$ cat src/rtl/mfhwt_pkg.sv
// Shared definitions for the MFHWT demux controller: FSM encoding, lane count
// and the lane-to-write-enable decode.
package mfhwt_pkg;

   localparam int NUM_LANES = 4;
   localparam int LANE_W    = $clog2(NUM_LANES);

   typedef enum logic [1:0] {
      ST_IDLE     = 2'd0,
      ST_RUN      = 2'd1,
      ST_WAIT_ACK = 2'd2,
      ST_DONE     = 2'd3
   } state_e;

   function automatic logic [NUM_LANES-1:0] lane_onehot(input logic [LANE_W-1:0] lane);
      logic [NUM_LANES-1:0] oh;
      oh       = '0;
      oh[lane] = 1'b1;
      return oh;
   endfunction

endpackage

$ cat src/rtl/mfhwt_raster_cnt.sv
// Raster position counters: column within a row, lane (row buffer) within a band,
// and band within a frame, each with a terminal-count flag.
module mfhwt_raster_cnt
   import mfhwt_pkg::*;
#(
   parameter int  IMG_W  = 320,
   parameter int  IMG_H  = 240,
   localparam int COL_W  = $clog2(IMG_W),
   localparam int BAND_W = (IMG_H / 4 > 1) ? $clog2(IMG_H / 4) : 1
) (
   input  logic              clk,
   input  logic              rst_n,
   input  logic              clr_i,
   input  logic              col_en_i,
   input  logic              band_inc_i,
   output logic [COL_W-1:0]  col_o,
   output logic [LANE_W-1:0] lane_o,
   output logic [BAND_W-1:0] band_o,
   output logic              col_last_o,
   output logic              lane_last_o,
   output logic              band_last_o
);

   logic [COL_W-1:0]  col_q,  col_d;
   logic [LANE_W-1:0] lane_q, lane_d;
   logic [BAND_W-1:0] band_q, band_d;

   assign col_last_o  = (col_q  == COL_W'(IMG_W - 1));
   assign lane_last_o = (lane_q == LANE_W'(NUM_LANES - 1));
   assign band_last_o = (band_q == BAND_W'(IMG_H / 4 - 1));

   assign col_o  = col_q;
   assign lane_o = lane_q;
   assign band_o = band_q;

   // NOTE: every always_comb output gets its hold value first, so no path can infer a latch.
   always_comb begin
      col_d  = col_q;
      lane_d = lane_q;
      band_d = band_q;
      if (clr_i) begin
         col_d  = '0;
         lane_d = '0;
         band_d = '0;
      end else begin
         if (col_en_i) begin
            if (col_last_o) begin
               col_d  = '0;
               lane_d = lane_q + 1'b1;  // wraps 3 -> 0 on its own
            end else begin
               col_d = col_q + 1'b1;
            end
         end
         if (band_inc_i) begin
            band_d = band_q + 1'b1;
         end
      end
   end

   // NOTE: sequential state uses non-blocking assignment only, so all registers update together.
   always_ff @(posedge clk or negedge rst_n) begin
      if (!rst_n) begin
         col_q  <= '0;
         lane_q <= '0;
         band_q <= '0;
      end else begin
         col_q  <= col_d;
         lane_q <= lane_d;
         band_q <= band_d;
      end
   end

endmodule

$ cat src/rtl/mfhwt_demux_ctrl.sv
// MFHWT 1-to-4 demux sequencer: steers raster rows into four line buffers,
// raises a band-ready flag every four rows and stalls the source until acked.
module mfhwt_demux_ctrl
   import mfhwt_pkg::*;
#(
   parameter int  IMG_W  = 320,
   parameter int  IMG_H  = 240,
   parameter int  DATA_W = 16,
   localparam int ADDR_W = $clog2(IMG_W),
   localparam int BAND_W = (IMG_H / 4 > 1) ? $clog2(IMG_H / 4) : 1
) (
   input  logic                 iclk,
   input  logic                 irst_n,
   input  logic                 istart,
   input  logic                 ivalid,
   input  logic [DATA_W-1:0]    idata,
   output logic                 oready,
   output logic [DATA_W-1:0]    odata,
   output logic [LANE_W-1:0]    osel,
   output logic [NUM_LANES-1:0] owe,
   output logic [ADDR_W-1:0]    oaddr,
   output logic                 orow_done,
   output logic                 oband_valid,
   output logic [BAND_W-1:0]    oband_idx,
   input  logic                 iband_ack,
   output logic                 oframe_done
);

   state_e state_q, state_d;

   logic [ADDR_W-1:0] col;
   logic [LANE_W-1:0] lane;
   logic [BAND_W-1:0] band;
   logic              col_last, lane_last, band_last;
   logic              cnt_clr, band_inc, accept;

   logic [DATA_W-1:0]    odata_q;
   logic [LANE_W-1:0]    osel_q;
   logic [NUM_LANES-1:0] owe_q;
   logic [ADDR_W-1:0]    oaddr_q;
   logic                 orow_done_q;
   logic                 band_valid_q, band_valid_d;
   logic [BAND_W-1:0]    band_idx_q, band_idx_d;

   // Ready and frame-done decode straight from the state register: no path from ivalid.
   assign oready      = (state_q == ST_RUN);
   assign oframe_done = (state_q == ST_DONE);
   assign accept      = ivalid & oready;

   mfhwt_raster_cnt #(
      .IMG_W (IMG_W),
      .IMG_H (IMG_H)
   ) u_cnt (
      .clk         (iclk),
      .rst_n       (irst_n),
      .clr_i       (cnt_clr),
      .col_en_i    (accept),
      .band_inc_i  (band_inc),
      .col_o       (col),
      .lane_o      (lane),
      .band_o      (band),
      .col_last_o  (col_last),
      .lane_last_o (lane_last),
      .band_last_o (band_last)
   );

   always_comb begin
      state_d      = state_q;
      band_valid_d = band_valid_q;
      band_idx_d   = band_idx_q;
      cnt_clr      = 1'b0;
      band_inc     = 1'b0;
      case (state_q)
         ST_IDLE: begin
            if (istart) begin
               cnt_clr = 1'b1;
               state_d = ST_RUN;
            end
         end
         ST_RUN: begin
            if (accept && col_last && lane_last) begin
               band_valid_d = 1'b1;
               band_idx_d   = band;
               state_d      = ST_WAIT_ACK;
            end
         end
         ST_WAIT_ACK: begin
            if (iband_ack) begin
               band_valid_d = 1'b0;
               if (band_last) begin
                  state_d = ST_DONE;
               end else begin
                  band_inc = 1'b1;
                  state_d  = ST_RUN;
               end
            end
         end
         ST_DONE: begin
            cnt_clr = 1'b1;
            state_d = ST_IDLE;
         end
         default: state_d = ST_IDLE;
      endcase
   end

   always_ff @(posedge iclk or negedge irst_n) begin
      if (!irst_n) begin
         state_q      <= ST_IDLE;
         band_valid_q <= 1'b0;
         band_idx_q   <= '0;
      end else begin
         state_q      <= state_d;
         band_valid_q <= band_valid_d;
         band_idx_q   <= band_idx_d;
      end
   end

   // Write-port registers: owe and orow_done pulse only on accepted pixels,
   // the remaining fields hold their last value between writes.
   always_ff @(posedge iclk or negedge irst_n) begin
      if (!irst_n) begin
         odata_q     <= '0;
         osel_q      <= '0;
         owe_q       <= '0;
         oaddr_q     <= '0;
         orow_done_q <= 1'b0;
      end else begin
         owe_q       <= accept ? lane_onehot(lane) : '0;
         orow_done_q <= accept & col_last;
         if (accept) begin
            odata_q <= idata;
            osel_q  <= lane;
            oaddr_q <= col;
         end
      end
   end

   assign odata       = odata_q;
   assign osel        = osel_q;
   assign owe         = owe_q;
   assign oaddr       = oaddr_q;
   assign orow_done   = orow_done_q;
   assign oband_valid = band_valid_q;
   assign oband_idx   = band_idx_q;

endmodule

$ cat config.mk
export PLATFORM = sky130hd
export DESIGN_NAME = mfhwt_demux_ctrl
export DESIGN_NICKNAME = d
export VERILOG_FILES = /design/src/rtl/mfhwt_pkg.sv /design/src/rtl/mfhwt_raster_cnt.sv /design/src/rtl/mfhwt_demux_ctrl.sv
export SDC_FILE = /design/constraint.sdc
export NUM_CORES = 1
export LEC_CHECK = 0
export BUFFER_PORTS_ARGS = -buffer_cell sky130_fd_sc_hd__buf_2
export CAP_MARGIN = 20
export CORE_ASPECT_RATIO = 1.2
export CORE_UTILIZATION = 46
export DETAILED_ROUTE_END_ITERATION = 10
export PLACE_DENSITY = 0.7
export SLEW_MARGIN = 30
export SYNTH_ARGS = -nofsm -noshare
export SYNTH_HDL_FRONTEND = slang
export SYNTH_HIERARCHICAL = 1
export SYNTH_SLANG_ARGS = --single-unit
$ cat constraint.sdc
create_clock -name iclk -period 4.6 [get_ports iclk]
set_clock_uncertainty 0.15 [all_clocks]
set_input_delay 0 -clock iclk [delete_from_list [all_inputs] [get_ports iclk]]
set_output_delay 0 -clock iclk [all_outputs]
set_load 0.02 [all_outputs]
==> impl_metrics.yaml <==
global_route:
  grt_pass1_wl_mm: 7.85
  grt_max_degree: 59
  grt_use_total_pct: 17.5
  grt_pass1_vias: 1773
  grt-ovfl-total: 0
  grt_antenna_before_repair: 0
clock_tree:
  cts_root_buf: "clkbuf_8"
  clk_pin_slew_ns: 0.06
  cts_made_buffers: 9
  cts_resized: 0
  cts_num_sinks: 58
  clock_latency_ns: 0.33
  cts_tree: "built"
  cts.htree.levels: 3
  clk_path_buf_depth: 2
timing:
  tightest_slew_ns: 0.712
  setup_tns_ns: 0
  slew_headroom_pct: 52.1
  slew_viol_final: 0
  rsz0062_at_grt: "false"
  fmax_ghz: 0.389
  hold_viol: 0
  post-route-period-util_pct: 55.9
  setup_violations: 0
  finalCriticalPeriod_ns: 2.57
pwr:
  power.density_nw_per_um2: 536
  vdd_drop_max_mv: 0.446
  leakage_nw: 1.68
synthesis:
  synth_top_area_share_pct: 56.6
  netlist_area_sq_um: 2560
  synth_area_leaders: "dfrtp_1 57%, mux2_2 14%, ha_1 3.9%"
  syn_avg_cell_area_sq_um: 13.0
  synth_cell_types: 41
  ys_warn_count: 6
  synth-seq-cells: 58
  synth_area_leader_cell: "dfrtp_1"
  synth_seq_area_share_pct: 56.6
  ys_top_cells_by_count: "58 x dfrtp_1, 32 x mux2_2, 13 x nor2_1"
  synth-edff-count: 0
  synthFlopType: "dfrtp_1"
  syn-num-nets: 226
  synthArstFlopShare_pct: 100
  synth.most_common_cell: "dfrtp_1"
  synthCells: 197
setup_path:
  end_kind: "register"
  cp_max_fo: 34
  r2r-end: "u_cnt/lane_o[0]$_DFFE_PN0P_"
  crit_path_start_kind: "register"
  required_ns: 4.67
  reg2reg_from: "state_q[1]$_DFFE_PN0P_"
  critical_path_class: "register to register"
  ff2ff_setup_slack_ns: 2.03
  r2r_cells: 7
  cp-endpoint: "u_cnt/lane_o[0]$_DFFE_PN0P_"
  cp.arrival_ns: 2.64
  startpoint: "state_q[1]$_DFFE_PN0P_"
die:
  fp.dieH_microns: 83.8
  die_w_microns: 70.1
  dieArea_sq_um: 5870
  start_util_pct: 48.0
  placementRows: 29
  floorplan.core_area_sq_um: 5330
  io_pins: 62
route:
  viasPerCell: 5.14
  finalWirelength_mm: 4.78
  wl_per_cell_microns: 13.6
  ant_nets: 0
  first_pass_iters: 4
  drt-initial-drc-count: 99
  drc_errors: 0
  dr_total_vias: 1811
min_path:
  holdCritPathClass: "input port to register"
placed_design:
  io_buffers: 61
  place_congestion: 0.712
  dp_cells: 317
  dpl.hpwl_mm: 3.12
final_layout:
  layout.cells.non_filler: 352
  fin_nets: 314
  nFillCells: 440
  area_growth_pct: 30.0
  fin_util_pct: 62.5
  drive_above_1_share_pct: 41.0
  diodes: 0
run_status:
  status: "finished, final reports clean"
flow_run:
  maxCapViolCount: 0
registers in the layout, summed over array words and instances, names as in the netlist:
signal        cells
oaddr             9
oband_valid       1
state_q           2
u_cnt/col_o       9
oband_idx         6
odata            16
owe               4
u_cnt/band_o      6
osel              2
u_cnt/lane_o      2
orow_done         1
per-stage QoR:
stage	total power, mW	hold WS [ns]	setup WS (ns)	instance area [sq um]
finish	1.79	0.0699	2.03	3330
CTS	1.81	0.0631	1.99	3330
global placement	1.26	0.0446	2.07	2920
floorplan	1.11	-0.446	2.11	2560
global route	1.89	0.0805	1.82	3330
detailed placement	1.27	0.0384	2.00	2920
per-layer routing:
layer	routed length (microns)	up-vias	global-route usage [%]
met4	80	0	8.73
li1	-	880	-
met2	2440	47	30.2
met5	0	-	0
met3	228	8	5.92
met1	2030	876	18.9
placed cells by master, fill, tap and decap left out, drive strengths merged, types with 3 or more instances in the layout:
cell / n
dlygate4sd3: 19
nand4: 4
nand3: 3
nand2: 13
inv: 4
clkbuf: 11
ha: 8
nand2b: 4
a21oi: 6
mux2i: 5
or3: 4
buf: 63
o21ai: 5
nor3: 4
mux2: 33
nor2: 13
nor2b: 4
dfrtp: 58
xor2: 6
power by group:
group | switching [mW] | leakage, nW | internal, mW
clock | 0.198 | 0.109 | 0.318
combinational | 0.337 | 0.800 | 0.246
sequential | 0.0658 | 0.767 | 0.621
cell families after synthesis:
kind of cell / Yosys count / share of synthesized area [%]
compound gates: 20 / 5.18
buf+inv: 9 / 2.15
mux: 38 / 16.6
flops: 58 / 56.6
fa+ha+maj: 8 / 3.91
xor+xnor: 7 / 2.39
simple gates: 57 / 13.1
repair_timing:
action | 4_1_cts | 5_1_grt
setup buffers | 0 | 0
hold buffers | 19 | 0
hold endpoints to repair | 82 | 0
layout make-up:
| type | instances | area [sq um] | area share [%] |
|---|---|---|---|
| Sequential cell | 58 | 1450 | 43.6 |
| Multi-Input combinational cell | 130 | 1060 | 31.7 |
| Timing Repair Buffer | 82 | 510 | 15.3 |
| Clock buffer | 11 | 141 | 4.24 |
| Clock inverter | 5 | 77.6 | 2.33 |
| Tap cell | 62 | 77.6 | 2.33 |
| Inverter | 4 | 17.5 | 0.526 |
worst max-delay path: stages (launching register included):
cell	delay, ns
dfrtp_1	0.42
inv_1	0.13
ha_1	0.36
nand2_4	0.12
inv_4	0.33
nand3_1	0.25
nor4_4	0.36
mux2_4	0.33
worst min-delay path by stage:
stage,from,end,slack [ns],cells after the start
finish,istart,state_q[1]$_DFFE_PN0P_,0.07,4
global route,istart,state_q[1]$_DFFE_PN0P_,0.08,4
CTS,istart,state_q[1]$_DFFE_PN0P_,0.06,4
detailed placement,irst_n,oband_idx[0]$_DFFE_PN0P_,0.04,2
global placement,irst_n,u_cnt/band_o[0]$_DFFE_PN0P_,0.04,2
floorplan,irst_n,oaddr[0]$_DFFE_PN0P_,-0.45,0
Note: power is estimated with default switching activity, not from simulation.
